[src/rtl/datapath_dupla_rampa.sv]
// Datapath for the dual-slope ADC FSM: BCD counter chain, integrator model and BCD result register.
// Optional over-range detection and counter freeze are enabled by defining CONTADOR_OVF_EN.
module datapath_dupla_rampa #(
  parameter int unsigned DIGITS = 3,
  parameter int unsigned VM_W   = 12,
  parameter int unsigned ACC_W  = 24
) (
  input  logic                  ck,
  input  logic                  rst_n,
  input  logic                  enb_0,
  input  logic                  rst_s,
  input  logic                  ch_vm,
  input  logic                  ch_ref,
  input  logic                  ch_zr,
  input  logic                  ld,
  input  logic [VM_W-1:0]       vm,
  input  logic [VM_W-1:0]       vref,
  output logic                  enb_3,
  output logic                  Vint_z,
  output logic [4*DIGITS-1:0]   dado,
  output logic                  ovf
);

  logic [DIGITS-1:0][3:0] cnt_q, cnt_d, cnt_inc;
  logic                   wrap_q, wrap_d;
  logic                   enb_3_q, enb_3_d;
  logic                   all_nines, carry;

  logic signed [ACC_W-1:0] acc_q, acc_d;
  logic signed [ACC_W-1:0] vm_ext, vref_ext;
  logic                    vint_z_q, vint_z_d;

  logic                    ld_q;
  logic [4*DIGITS-1:0]     dado_q, dado_d;

`ifdef CONTADOR_OVF_EN
  logic ovf_q, ovf_d;
`endif

  // Ripple the decimal carry from digit 0 upwards.
  always_comb begin
    cnt_inc   = cnt_q;
    carry     = 1'b1;
    all_nines = 1'b1;
    for (int i = 0; i < DIGITS; i++) begin
      all_nines = all_nines & (cnt_q[i] == 4'd9);
      if (carry) begin
        if (cnt_q[i] == 4'd9) begin
          cnt_inc[i] = 4'd0;
        end else begin
          cnt_inc[i] = cnt_q[i] + 4'd1;
          carry      = 1'b0;
        end
      end
    end
  end

  always_comb begin
    cnt_d   = cnt_q;
    wrap_d  = wrap_q;
    enb_3_d = 1'b0;
`ifdef CONTADOR_OVF_EN
    ovf_d   = ovf_q;
`endif
    if (rst_s) begin
      cnt_d   = '0;
      wrap_d  = 1'b0;
`ifdef CONTADOR_OVF_EN
      ovf_d   = 1'b0;
`endif
    end else if (enb_0) begin
`ifdef CONTADOR_OVF_EN
      if (ovf_q) begin
        cnt_d = cnt_q;
      end else if (all_nines && wrap_q) begin
        // Second wrap: flag over-range and park the count at all-9s.
        ovf_d   = 1'b1;
        enb_3_d = 1'b1;
      end else begin
        cnt_d = cnt_inc;
        if (all_nines) begin
          enb_3_d = 1'b1;
          wrap_d  = 1'b1;
        end
      end
`else
      cnt_d = cnt_inc;
      if (all_nines) begin
        enb_3_d = 1'b1;
        wrap_d  = 1'b1;
      end
`endif
    end
  end

  assign vm_ext   = {{(ACC_W-VM_W){1'b0}}, vm};
  assign vref_ext = {{(ACC_W-VM_W){1'b0}}, vref};

  always_comb begin
    acc_d = acc_q;
    if (ch_zr) begin
      acc_d = '0;
    end else if (ch_vm) begin
      acc_d = acc_q + vm_ext;
    end else if (ch_ref) begin
      acc_d = acc_q - vref_ext;
    end
    vint_z_d = acc_d[ACC_W-1] | ~(|acc_d);
  end

  // Capture uses the pre-edge count, so a same-edge clear or increment is not seen.
  always_comb begin
    dado_d = dado_q;
    if (ld_q && !ld) begin
      dado_d = cnt_q;
    end
  end

  always_ff @(posedge ck) begin
    if (!rst_n) begin
      cnt_q    <= '0;
      wrap_q   <= 1'b0;
      enb_3_q  <= 1'b0;
      acc_q    <= '0;
      vint_z_q <= 1'b1;
      ld_q     <= 1'b0;
      dado_q   <= '0;
`ifdef CONTADOR_OVF_EN
      ovf_q    <= 1'b0;
`endif
    end else begin
      cnt_q    <= cnt_d;
      wrap_q   <= wrap_d;
      enb_3_q  <= enb_3_d;
      acc_q    <= acc_d;
      vint_z_q <= vint_z_d;
      ld_q     <= ld;
      dado_q   <= dado_d;
`ifdef CONTADOR_OVF_EN
      ovf_q    <= ovf_d;
`endif
    end
  end

  assign enb_3  = enb_3_q;
  assign Vint_z = vint_z_q;
  assign dado   = dado_q;
`ifdef CONTADOR_OVF_EN
  assign ovf    = ovf_q;
`else
  assign ovf    = 1'b0;
`endif

endmodule

[config.mk]
export PLATFORM = sky130hd
export DESIGN_NAME = datapath_dupla_rampa
export DESIGN_NICKNAME = d
export VERILOG_FILES = /design/src/rtl/datapath_dupla_rampa.sv
export SDC_FILE = /design/constraint.sdc
export NUM_CORES = 1
export LEC_CHECK = 0
export ABC_CLOCK_PERIOD_IN_PS = 4050
export CORE_UTILIZATION = 50
export DETAILED_ROUTE_END_ITERATION = 12
export PLACE_DENSITY = 0.73
export SYNTH_ARGS = -nofsm -noshare
export SYNTH_HDL_FRONTEND = slang
export SYNTH_SLANG_ARGS = --single-unit
[constraint.sdc]
create_clock -name ck -period 4.05 [get_ports ck]
set_input_delay 1.215 -clock ck [delete_from_list [all_inputs] [get_ports ck]]
set_output_delay 1.215 -clock ck [all_outputs]
set_load 0.005 [all_outputs]
==> metrics, run 1 <==
status complete, no violations; critical path launch point type input port; post-synthesis simple-gate area fraction 25.3%; Min Hold Slack 0.461 ns; Initial Utilization 51.4%; final setup violation count 0; crit end category flip-flop; largest net degree at the start of global routing 24; met3 Use GR 3.77%; Clock power frac 26.5%; Tot GR Track Use 23.7%; Top FF cell, synth dfxtp_1; die height 88.1 um; core area 7210 um^2; Comb pwr share 29.7%; mux share of post-synthesis cell area 0.810%; first-pass GRT wire length 14400 um; Syn-to-layout area delta 18.7%; Post-synth EDFFs 0; Cell Rows 31; complex-gate fraction of the synthesized area 26.6%; xor/xnor share of the synthesized area 7.06%; ys async rst share 0%; RSZ-0062 raised after global routing false; synthesized cell area 3710 um^2; largest family of logic cells by synthesized area compound AO/OA/AOI/OAI gates; Syn Nets 514; Syn Area/Cell 8.13 um^2; CTS buffer count 5; CP required 4.29 ns; DR vias 3417; final hold vios 0; register area share after synthesis 27.5%; IO buf count 45; min-delay worst type reg -> reg; I/O pin count 47; DR vias/cell 5.65; n_diodes 0; met1 GRT Util 33.0%; crit-path max FO 5; CTS Buffer Depth 2; switching portion of total power 33.2%; post-detailed-route count of antenna-violating nets 0; Synth Instances 456; clk slew on worst S/H paths 0.11 ns; Synth cell types 76; Worst EP arrival 4.08 ns; most frequent cells in the layout dfxtp_1, nand2_1, nor2_1; initial antenna violation count 0; met2 usage 37.7%; synth warn 0; Synth Area in Adders 9.18%; grt ovf 0; hpwl dp 6500 um; Worst slew margin 46.0%; crit path kind in -> reg; routed wire length 8540 um; CTS tree yes; max-slew violation count 0; period utilization 94.7%; die area 7760 um^2; grt peak-use layer met2; Overall Power 1220 uW; vias in the first global route 3127; # resized after CTS 0; drt first pass iters 4; initial DRC count 148; CTS H-Tree Depth 2; setup bufs post-CTS 0; Cell Pwr Density 276 nW/um^2; CTS Hold Bufs 0; clock latency on the worst-skew pair 0.32 ns; net load switching power 404 uW; P_leak 0.00174 uW; Nets 563; Yosys reg bits 51; Power Internal 813 uW; layout cells sized above 1 10.7%; final clock skew 0.0152 ns; Sink Count 51; Die Wd 88.1 um; Worst-Margin Slew 0.808 ns; max-capacitance violation count 0; Max IR drop VDD 179 uV; gpl congestion 0.846; most common cell after layout, fill and taps aside dfxtp_1; drt wl/cell 14.1 um; residual DRC count 0; clock root cell clkbuf_8; FMAX 0.261 GHz; Period minus WS final 3.84 ns; Seq pwr share 43.8%
kinds of logic (layout without fill, tap and decap cells):
group | after synthesis | after routing
AOI/OAI and AO/OA | 131 | 131
xor gates and xnor gates | 29 | 29
adders and majority gates | 26 | 26
buffers and inverters | 32 | 82
DFF | 51 | 51
muxes | 3 | 3
other | 1 | 1
and+or+nand+nor | 183 | 183
path summary, 6_finish.rpt:
check        depth (start not counted)  startpoint        to  slack [ns]
max reg2reg                         11    acc_q[0]    Vint_z        1.19
min                                  2    dado[10]  dado[10]        0.46
min reg2reg                          2    dado[10]  dado[10]        0.46
max                                 12       vm[0]    Vint_z        0.21
routing by layer:
metal | vias to the layer above | part of all wire [%] | wire length, um
li1 | 1739 | - | -
met1 | 1581 | 49 | 4150
met2 | 86 | 45 | 3830
met3 | 11 | 5.0 | 426
met4 | 0 | 1.5 | 130
met5 | - | 0 | 0
power groups by stage:
| stage | clock (uW) | sequential [uW] | combinational (uW) |
|---|---|---|---|
| after floorplan | 0 | 539 | 259 |
| after global placement | 0 | 545 | 351 |
| after detailed placement | 0 | 545 | 355 |
| after CTS | 331 | 533 | 358 |
| after global routing | 348 | 536 | 401 |
| final | 322 | 533 | 361 |
worst max-delay path, stage by stage:
cell	delay, ns
clkdlybuf4s50_1	0.41
ha_1	0.22
fa_1	0.44
a21oi_1	0.24
o22ai_1	0.17
o211ai_1	0.23
a21oi_1	0.20
a22oi_2	0.23
xor2_1	0.23
and2_1	0.17
a41oi_2	0.11
o31ai_2	0.21
synthesized netlist by cell type (10+ instances only):
| cell | number | area [um^2] |
|---|---|---|
| xor2_1 | 16 | 140 |
| nor3_1 | 19 | 95.1 |
| xnor2_1 | 12 | 105 |
| nand2_1 | 47 | 176 |
| o21ai_0 | 13 | 65.1 |
| a21oi_1 | 44 | 220 |
| a21o_1 | 14 | 105 |
| dfxtp_1 | 51 | 1020 |
| inv_1 | 17 | 63.8 |
| nand3_1 | 10 | 50.1 |
| clkbuf_1 | 10 | 37.5 |
| and2_1 | 11 | 68.8 |
| nor2_1 | 46 | 173 |
| ha_1 | 24 | 300 |
state kept, by name (all words and copies together), names as in the netlist:
register,cells
ld_q,1
acc_q,24
enb_3,1
dado,12
Vint_z,1
cnt_q,12
area by class of cell:
class | count | area, um^2
Sequential cell | 51 | 1020
Fill cell | 658 | 2810
Multi-Input combinational cell | 373 | 2560
Timing Repair Buffer | 56 | 533
Clock inverter | 3 | 27.5
Clock buffer | 5 | 68.8
Inverter | 18 | 67.6
Tap cell | 99 | 124
metrics by stage:
step | TNS (ns) | cells | utilization [%] | worst slack, ns | cell area, um^2
2_1_floorplan | 0 | 456 | - | 0.636 | 3710
3_3_place_gp | 0 | 597 | 59.7 | 0.0120 | 4300
3_5_place_dp | -0.0545 | 597 | 59.7 | -0.0545 | 4300
4_1_cts | 0 | 605 | 61.0 | 0.271 | 4400
5_1_grt | 0 | 605 | 61.0 | 0.00932 | 4400
6_report | 0 | 605 | 61.0 | 0.213 | 4400
Power figures use the tool's default switching activity.
==> run 2, diff against run 1 <==
--- a/config.mk
+++ b/config.mk
@@ -6,8 +6,10 @@
 export NUM_CORES = 1
 export LEC_CHECK = 0
 export ABC_CLOCK_PERIOD_IN_PS = 4050
+export CAP_MARGIN = 25
 export CORE_UTILIZATION = 50
 export DETAILED_ROUTE_END_ITERATION = 12
+export HOLD_SLACK_MARGIN = 0.05
 export PLACE_DENSITY = 0.73
 export SYNTH_ARGS = -nofsm -noshare
 export SYNTH_HDL_FRONTEND = slang
==> results of run 2 <==
Final layout, timing and power as in run 1 (identical DEF).
